--- config.mk ---
export PLATFORM = sky130hd
export DESIGN_NAME = inert_intf_ctrl
export DESIGN_NICKNAME = d
export VERILOG_FILES = /design/src/rtl/inert_intf_ctrl.sv
export SDC_FILE = /design/constraint.sdc
export NUM_CORES = 1
export LEC_CHECK = 0
export ABC_CLOCK_PERIOD_IN_PS = 1600
export CAP_MARGIN = 25
export CORE_ASPECT_RATIO = 0.75
export CORE_UTILIZATION = 45
export CTS_CLUSTER_SIZE = 20
export DETAILED_ROUTE_END_ITERATION = 10
export PLACE_DENSITY_LB_ADDON = 0.1
export SETUP_SLACK_MARGIN = 0.1
export SLEW_MARGIN = 20
export SYNTH_ARGS = -nofsm -noshare
export SYNTH_HDL_FRONTEND = slang
export SYNTH_SLANG_ARGS = --single-unit
--- constraint.sdc ---
create_clock -name clk -period 1.6 [get_ports clk]
set_input_delay 0.32 -clock clk [delete_from_list [all_inputs] [get_ports clk]]
set_output_delay 0.32 -clock clk [all_outputs]
set_load 0.02 [all_outputs]
--- src/rtl/inert_intf_ctrl.sv ---
// Gyro interface sequencer: power-up delay, three config writes, then a low/high
// yaw-rate byte read through an external SPI monarch on every data-ready interrupt.
module inert_intf_ctrl #(
    parameter int INIT_W = 16
) (
    input  logic        clk,
    input  logic        rst_n,
    input  logic        INT,
    input  logic        done,
    input  logic [15:0] resp,
    output logic        snd,
    output logic [15:0] cmd,
    output logic        vld,
    output logic [15:0] yaw_rt
);

    localparam logic [15:0] CMD_W1  = 16'h0D02;
    localparam logic [15:0] CMD_W2  = 16'h1160;
    localparam logic [15:0] CMD_W3  = 16'h1440;
    localparam logic [15:0] CMD_RDL = 16'hA600;
    localparam logic [15:0] CMD_RDH = 16'hA700;

    typedef enum logic [2:0] {
        S_INIT,
        S_W1,
        S_W2,
        S_W3,
        S_IDLE,
        S_RDL,
        S_RDH
    } state_t;

    state_t             r_state, w_state_next;
    logic [INIT_W-1:0]  r_timer, w_timer_next;
    logic               r_int_ff1, r_int_ff2;
    logic               r_snd, w_snd_next;
    logic [15:0]        r_cmd, w_cmd_next;
    logic               r_vld, w_vld_next;
    logic [15:0]        r_yaw, w_yaw_next;
    logic [7:0]         r_low, w_low_next;
    logic               w_done_ok;
    logic               w_unused_resp_hi;

    // A done coinciding with our own snd cannot belong to the new transaction.
    assign w_done_ok        = done & ~r_snd;
    assign w_unused_resp_hi = ^resp[15:8];

    always_ff @(posedge clk) begin
        if (!rst_n) begin
            r_state   <= S_INIT;
            r_timer   <= '0;
            r_int_ff1 <= 1'b0;
            r_int_ff2 <= 1'b0;
            r_snd     <= 1'b0;
            r_cmd     <= 16'h0000;
            r_vld     <= 1'b0;
            r_yaw     <= 16'h0000;
            r_low     <= 8'h00;
        end else begin
            r_state   <= w_state_next;
            r_timer   <= w_timer_next;
            r_int_ff1 <= INT;
            r_int_ff2 <= r_int_ff1;
            r_snd     <= w_snd_next;
            r_cmd     <= w_cmd_next;
            r_vld     <= w_vld_next;
            r_yaw     <= w_yaw_next;
            r_low     <= w_low_next;
        end
    end

    always_comb begin
        w_state_next = r_state;
        w_timer_next = r_timer;
        w_snd_next   = 1'b0;
        w_cmd_next   = r_cmd;
        w_vld_next   = 1'b0;
        w_yaw_next   = r_yaw;
        w_low_next   = r_low;

        unique case (r_state)
            S_INIT: begin
                // Timer parks at all ones; leaving INIT is the only way it stops.
                if (&r_timer) begin
                    w_state_next = S_W1;
                    w_snd_next   = 1'b1;
                    w_cmd_next   = CMD_W1;
                end else begin
                    w_timer_next = r_timer + 1'b1;
                end
            end
            S_W1: begin
                if (w_done_ok) begin
                    w_state_next = S_W2;
                    w_snd_next   = 1'b1;
                    w_cmd_next   = CMD_W2;
                end
            end
            S_W2: begin
                if (w_done_ok) begin
                    w_state_next = S_W3;
                    w_snd_next   = 1'b1;
                    w_cmd_next   = CMD_W3;
                end
            end
            S_W3: begin
                if (w_done_ok) begin
                    w_state_next = S_IDLE;
                end
            end
            S_IDLE: begin
                if (r_int_ff2) begin
                    w_state_next = S_RDL;
                    w_snd_next   = 1'b1;
                    w_cmd_next   = CMD_RDL;
                end
            end
            S_RDL: begin
                if (w_done_ok) begin
                    w_low_next   = resp[7:0];
                    w_state_next = S_RDH;
                    w_snd_next   = 1'b1;
                    w_cmd_next   = CMD_RDH;
                end
            end
            S_RDH: begin
                if (w_done_ok) begin
                    w_yaw_next   = {resp[7:0], r_low};
                    w_vld_next   = 1'b1;
                    w_state_next = S_IDLE;
                end
            end
            default: begin
                w_state_next = S_INIT;
            end
        endcase
    end

    assign snd    = r_snd;
    assign cmd    = r_cmd;
    assign vld    = r_vld;
    assign yaw_rt = r_yaw;

endmodule

==> flow_summary.toml <==
[drt]
remaining_drc_errors = 0
route.detailed.wl_per_inst_um = 13.5
vias_per_inst = 5.16
final_antenna_net_count = 0
drt-initial-drc-count = 131
routed_wirelength_mm = 5.86
num_vias = 2233
pre_repair_dr_iteration_count = 4

[critical_path]
critical_path_required_ps = 1840
cp_data_arrival_time_ps = 1970
worstPathMaxFanout = 4
critical_path_buf_inv_count = 1
crit_path_start_kind = "flip-flop"
critical_path.cell_chain = "ha_4, nand3_4, buf_6, nand3b_1, or4_1, a21oi_1"
timing.critical_path.slowest_stage_cell = "sky130_fd_sc_hd__or4_1"
crit_path_max_incr_delay_ps = 560
setup.worst_path.end_class = "flip-flop"
criticalPathCategory = "flip-flop to flip-flop"
critical_path.top_delay_family = "simple AND/OR/NAND/NOR gates"

[timing]
layout_setup_ws_ps = -137
finalHoldViolCount = 0
fin_worst_hold_slack_ps = 453
total_negative_slack_for_setup_checks_ps = -533
rsz0062_at_grt = "yes"
worst_setup_skew_after_layout_ps = 12.2
final-max-slew-violation-count = 0
max_freq_mhz = 576
setup_violations = 12
final_critical_period_ps = 1740
post-route-period-util_pct = 109

[placed_design]
place.port_buffers = 39
place.gp.congestion = 0.774
placement.setup.worst_slack_ps = -352
dpl.hpwl_mm = 4.03
placed_cells_incl_taps = 415
post_dp_cell_area_sq_mm = 0.00312

[grt]
grt_pass1_vias = 2045
wire_length_of_the_first_global_routing_pass_mm = 9.47
maximum_number_of_pins_on_one_net_before_global_route_repair = 24
grt_antenna_before_repair = 0
globalRouteOverflowTotal = 0
global_routing_usage_summed_across_all_routing_layers_pct = 21.2

[yosys]
synth_area_sq_mm = 0.00243
synth_enable_flop_cells = 0
yosys.cell_types.count = 52
seq_area_frac_synth_pct = 43.7
yosysWarningCount = 0
ys_dominant_reg_cell = "sky130_fd_sc_hd__dfxtp_1"
synthCells = 277
synth_seq_cells = 53
synth_area_per_cell_sq_um = 8.77
synth-async-reset-ratio_pct = 0

[cts]
tritoncts.num_buffers = 5
cts-htree-levels = 2
clock-sinks = 53
clkTransAtPathRegs_ps = 100
clk_latency_ps = 300
library_cell_used_as_clock_root_buffer = "sky130_fd_sc_hd__clkbuf_8"
clk_path_buf_depth = 2
ctsHoldBuffers = 0
tritoncts_clock_tree = "built"

[finish]
layout-area-overhead-vs-synth_pct = 42.2
layout_commonest_cell = "sky130_fd_sc_hd__buf_4"
finish.utilization_pct = 68.6
final_cells = 433
design.final.nets = 381
layout_common_cells = "sky130_fd_sc_hd__buf_4, sky130_fd_sc_hd__nand2_1, sky130_fd_sc_hd__dfxtp_1"
antenna_cells = 0
share_of_layout_cells_above_drive_strength_1_pct = 32.4
layout.cell_area.non_filler_sq_mm = 0.00345

[status]
status = "complete, but fails checks"
violations_in_the_final_reports = "setup timing"

[floorplanning]
die_height_um = 65.6
boundaryPins = 54
initial_utilization_pct = 48.2
die_w_um = 86.9
core-area_sq_mm = 0.00504
die_area_sq_mm = 0.00570
std_cell_rows = 22

[pwr]
leakagePower_nw = 1.45
power.density_cell_area_mw_per_mm2 = 680
total_power_mw = 2.35
max-vdd-ir-drop_uv = 474

[run]
cap_viol_max_count = 0

[min_path]
min-delay-path-class = "flip-flop to flip-flop"
==> cells by family after synthesis <==
group	after synthesis	share of synthesized area, %
AND/OR/NAND/NOR	114	25.6
XOR/XNOR	3	1.08
multiplexers	4	1.65
flip-flops	53	43.7
buffers and inverters	30	8.60
AO/OA/AOI/OAI	71	18.7
other	1	0.154
adder cells (fa/ha/maj)	1	0.515
==> layer usage <==
| metal | track usage, % | up-vias | share of wire (%) |
|---|---|---|---|
| met3 | 4.27 | 4 | 4.0 |
| met5 | 0 | - | 0 |
| li1 | - | 1135 | - |
| met4 | 4.58 | 0 | 0.65 |
| met2 | 31.2 | 50 | 43 |
| met1 | 31.6 | 1044 | 52 |
==> cells in the mapped netlist (all sizes together) (2+ instances only) <==
| cell | instances | share of area [%] |
|---|---|---|
| nor2b | 2 | 0.51 |
| nand2b | 3 | 0.77 |
| o41ai | 3 | 1.9 |
| nand3b | 5 | 1.5 |
| nand4 | 5 | 2.2 |
| a21oi | 39 | 8.0 |
| nand3 | 15 | 3.3 |
| inv | 2 | 0.31 |
| nor2 | 9 | 1.4 |
| o21ai | 12 | 2.5 |
| clkbuf | 13 | 3.5 |
| dfxtp | 53 | 44 |
| o221a | 2 | 0.93 |
| a31oi | 2 | 0.51 |
| or4 | 3 | 0.93 |
| and3 | 2 | 0.51 |
| xnor2 | 2 | 0.72 |
| and4 | 2 | 0.72 |
| and2 | 3 | 0.77 |
| buf | 14 | 4.7 |
| nor4 | 2 | 1.1 |
| o311ai | 2 | 0.72 |
| mux2i | 4 | 1.6 |
| nand2 | 51 | 7.9 |
| or3 | 8 | 2.1 |
| o31ai | 3 | 0.93 |
==> repair_timing <==
action | in CTS | in global routing
gates resized for setup | 46 | 40
pin swaps | 17 | 16
setup endpoints to repair | 71 | 50
setup buffers | 4 | 7
endpoints found under the hold margin | 0 | 0
==> cell type report <==
cell class	instances	area, sq um
Tap cell	72	90.1
Inverter	3	11.3
Sequential cell	53	1080
Clock buffer	6	72.6
Multi-Input combinational cell	199	1330
Timing Repair Buffer	98	825
Clock inverter	2	38.8
Fill cell	438	1580
==> worst register-to-register path: stages (launching register included) <==
cell,delay [ps]
sky130_fd_sc_hd__dfxtp_2,360
sky130_fd_sc_hd__ha_4,150
sky130_fd_sc_hd__nand3_4,90
sky130_fd_sc_hd__buf_6,140
sky130_fd_sc_hd__nand3b_1,210
sky130_fd_sc_hd__or4_1,560
sky130_fd_sc_hd__a21oi_1,160
==> state kept, by name, summed over array words and instances, names as in the netlist <==
name       cells
r_timer       16
yaw_rt        16
r_low          8
cmd            6
r_state        3
r_int_ff1      1
r_int_ff2      1
snd            1
vld            1
==> final timing paths <==
check | start | end | slack [ps] | cells after the start
setup / recovery | r_timer[0]$_SDFFE_PN0N_ | r_timer[14]$_SDFFE_PN0N_ | -140 | 6
hold / removal | yaw_rt[12]$_SDFFE_PN0P_ | yaw_rt[12]$_SDFFE_PN0P_ | 450 | 2
setup reg to reg | r_timer[0]$_SDFFE_PN0N_ | r_timer[14]$_SDFFE_PN0N_ | -140 | 6
hold reg to reg | yaw_rt[12]$_SDFFE_PN0P_ | yaw_rt[12]$_SDFFE_PN0P_ | 450 | 2
==> power breakdown <==
part	switching (mW)	internal [mW]	total, mW
Sequential	0.00735	1.32	1.33
Clock	0.428	0.470	0.898
Combinational	0.0653	0.0564	0.122
Total	0.501	1.85	2.35
Note: power is estimated with default switching activity, not from simulation.
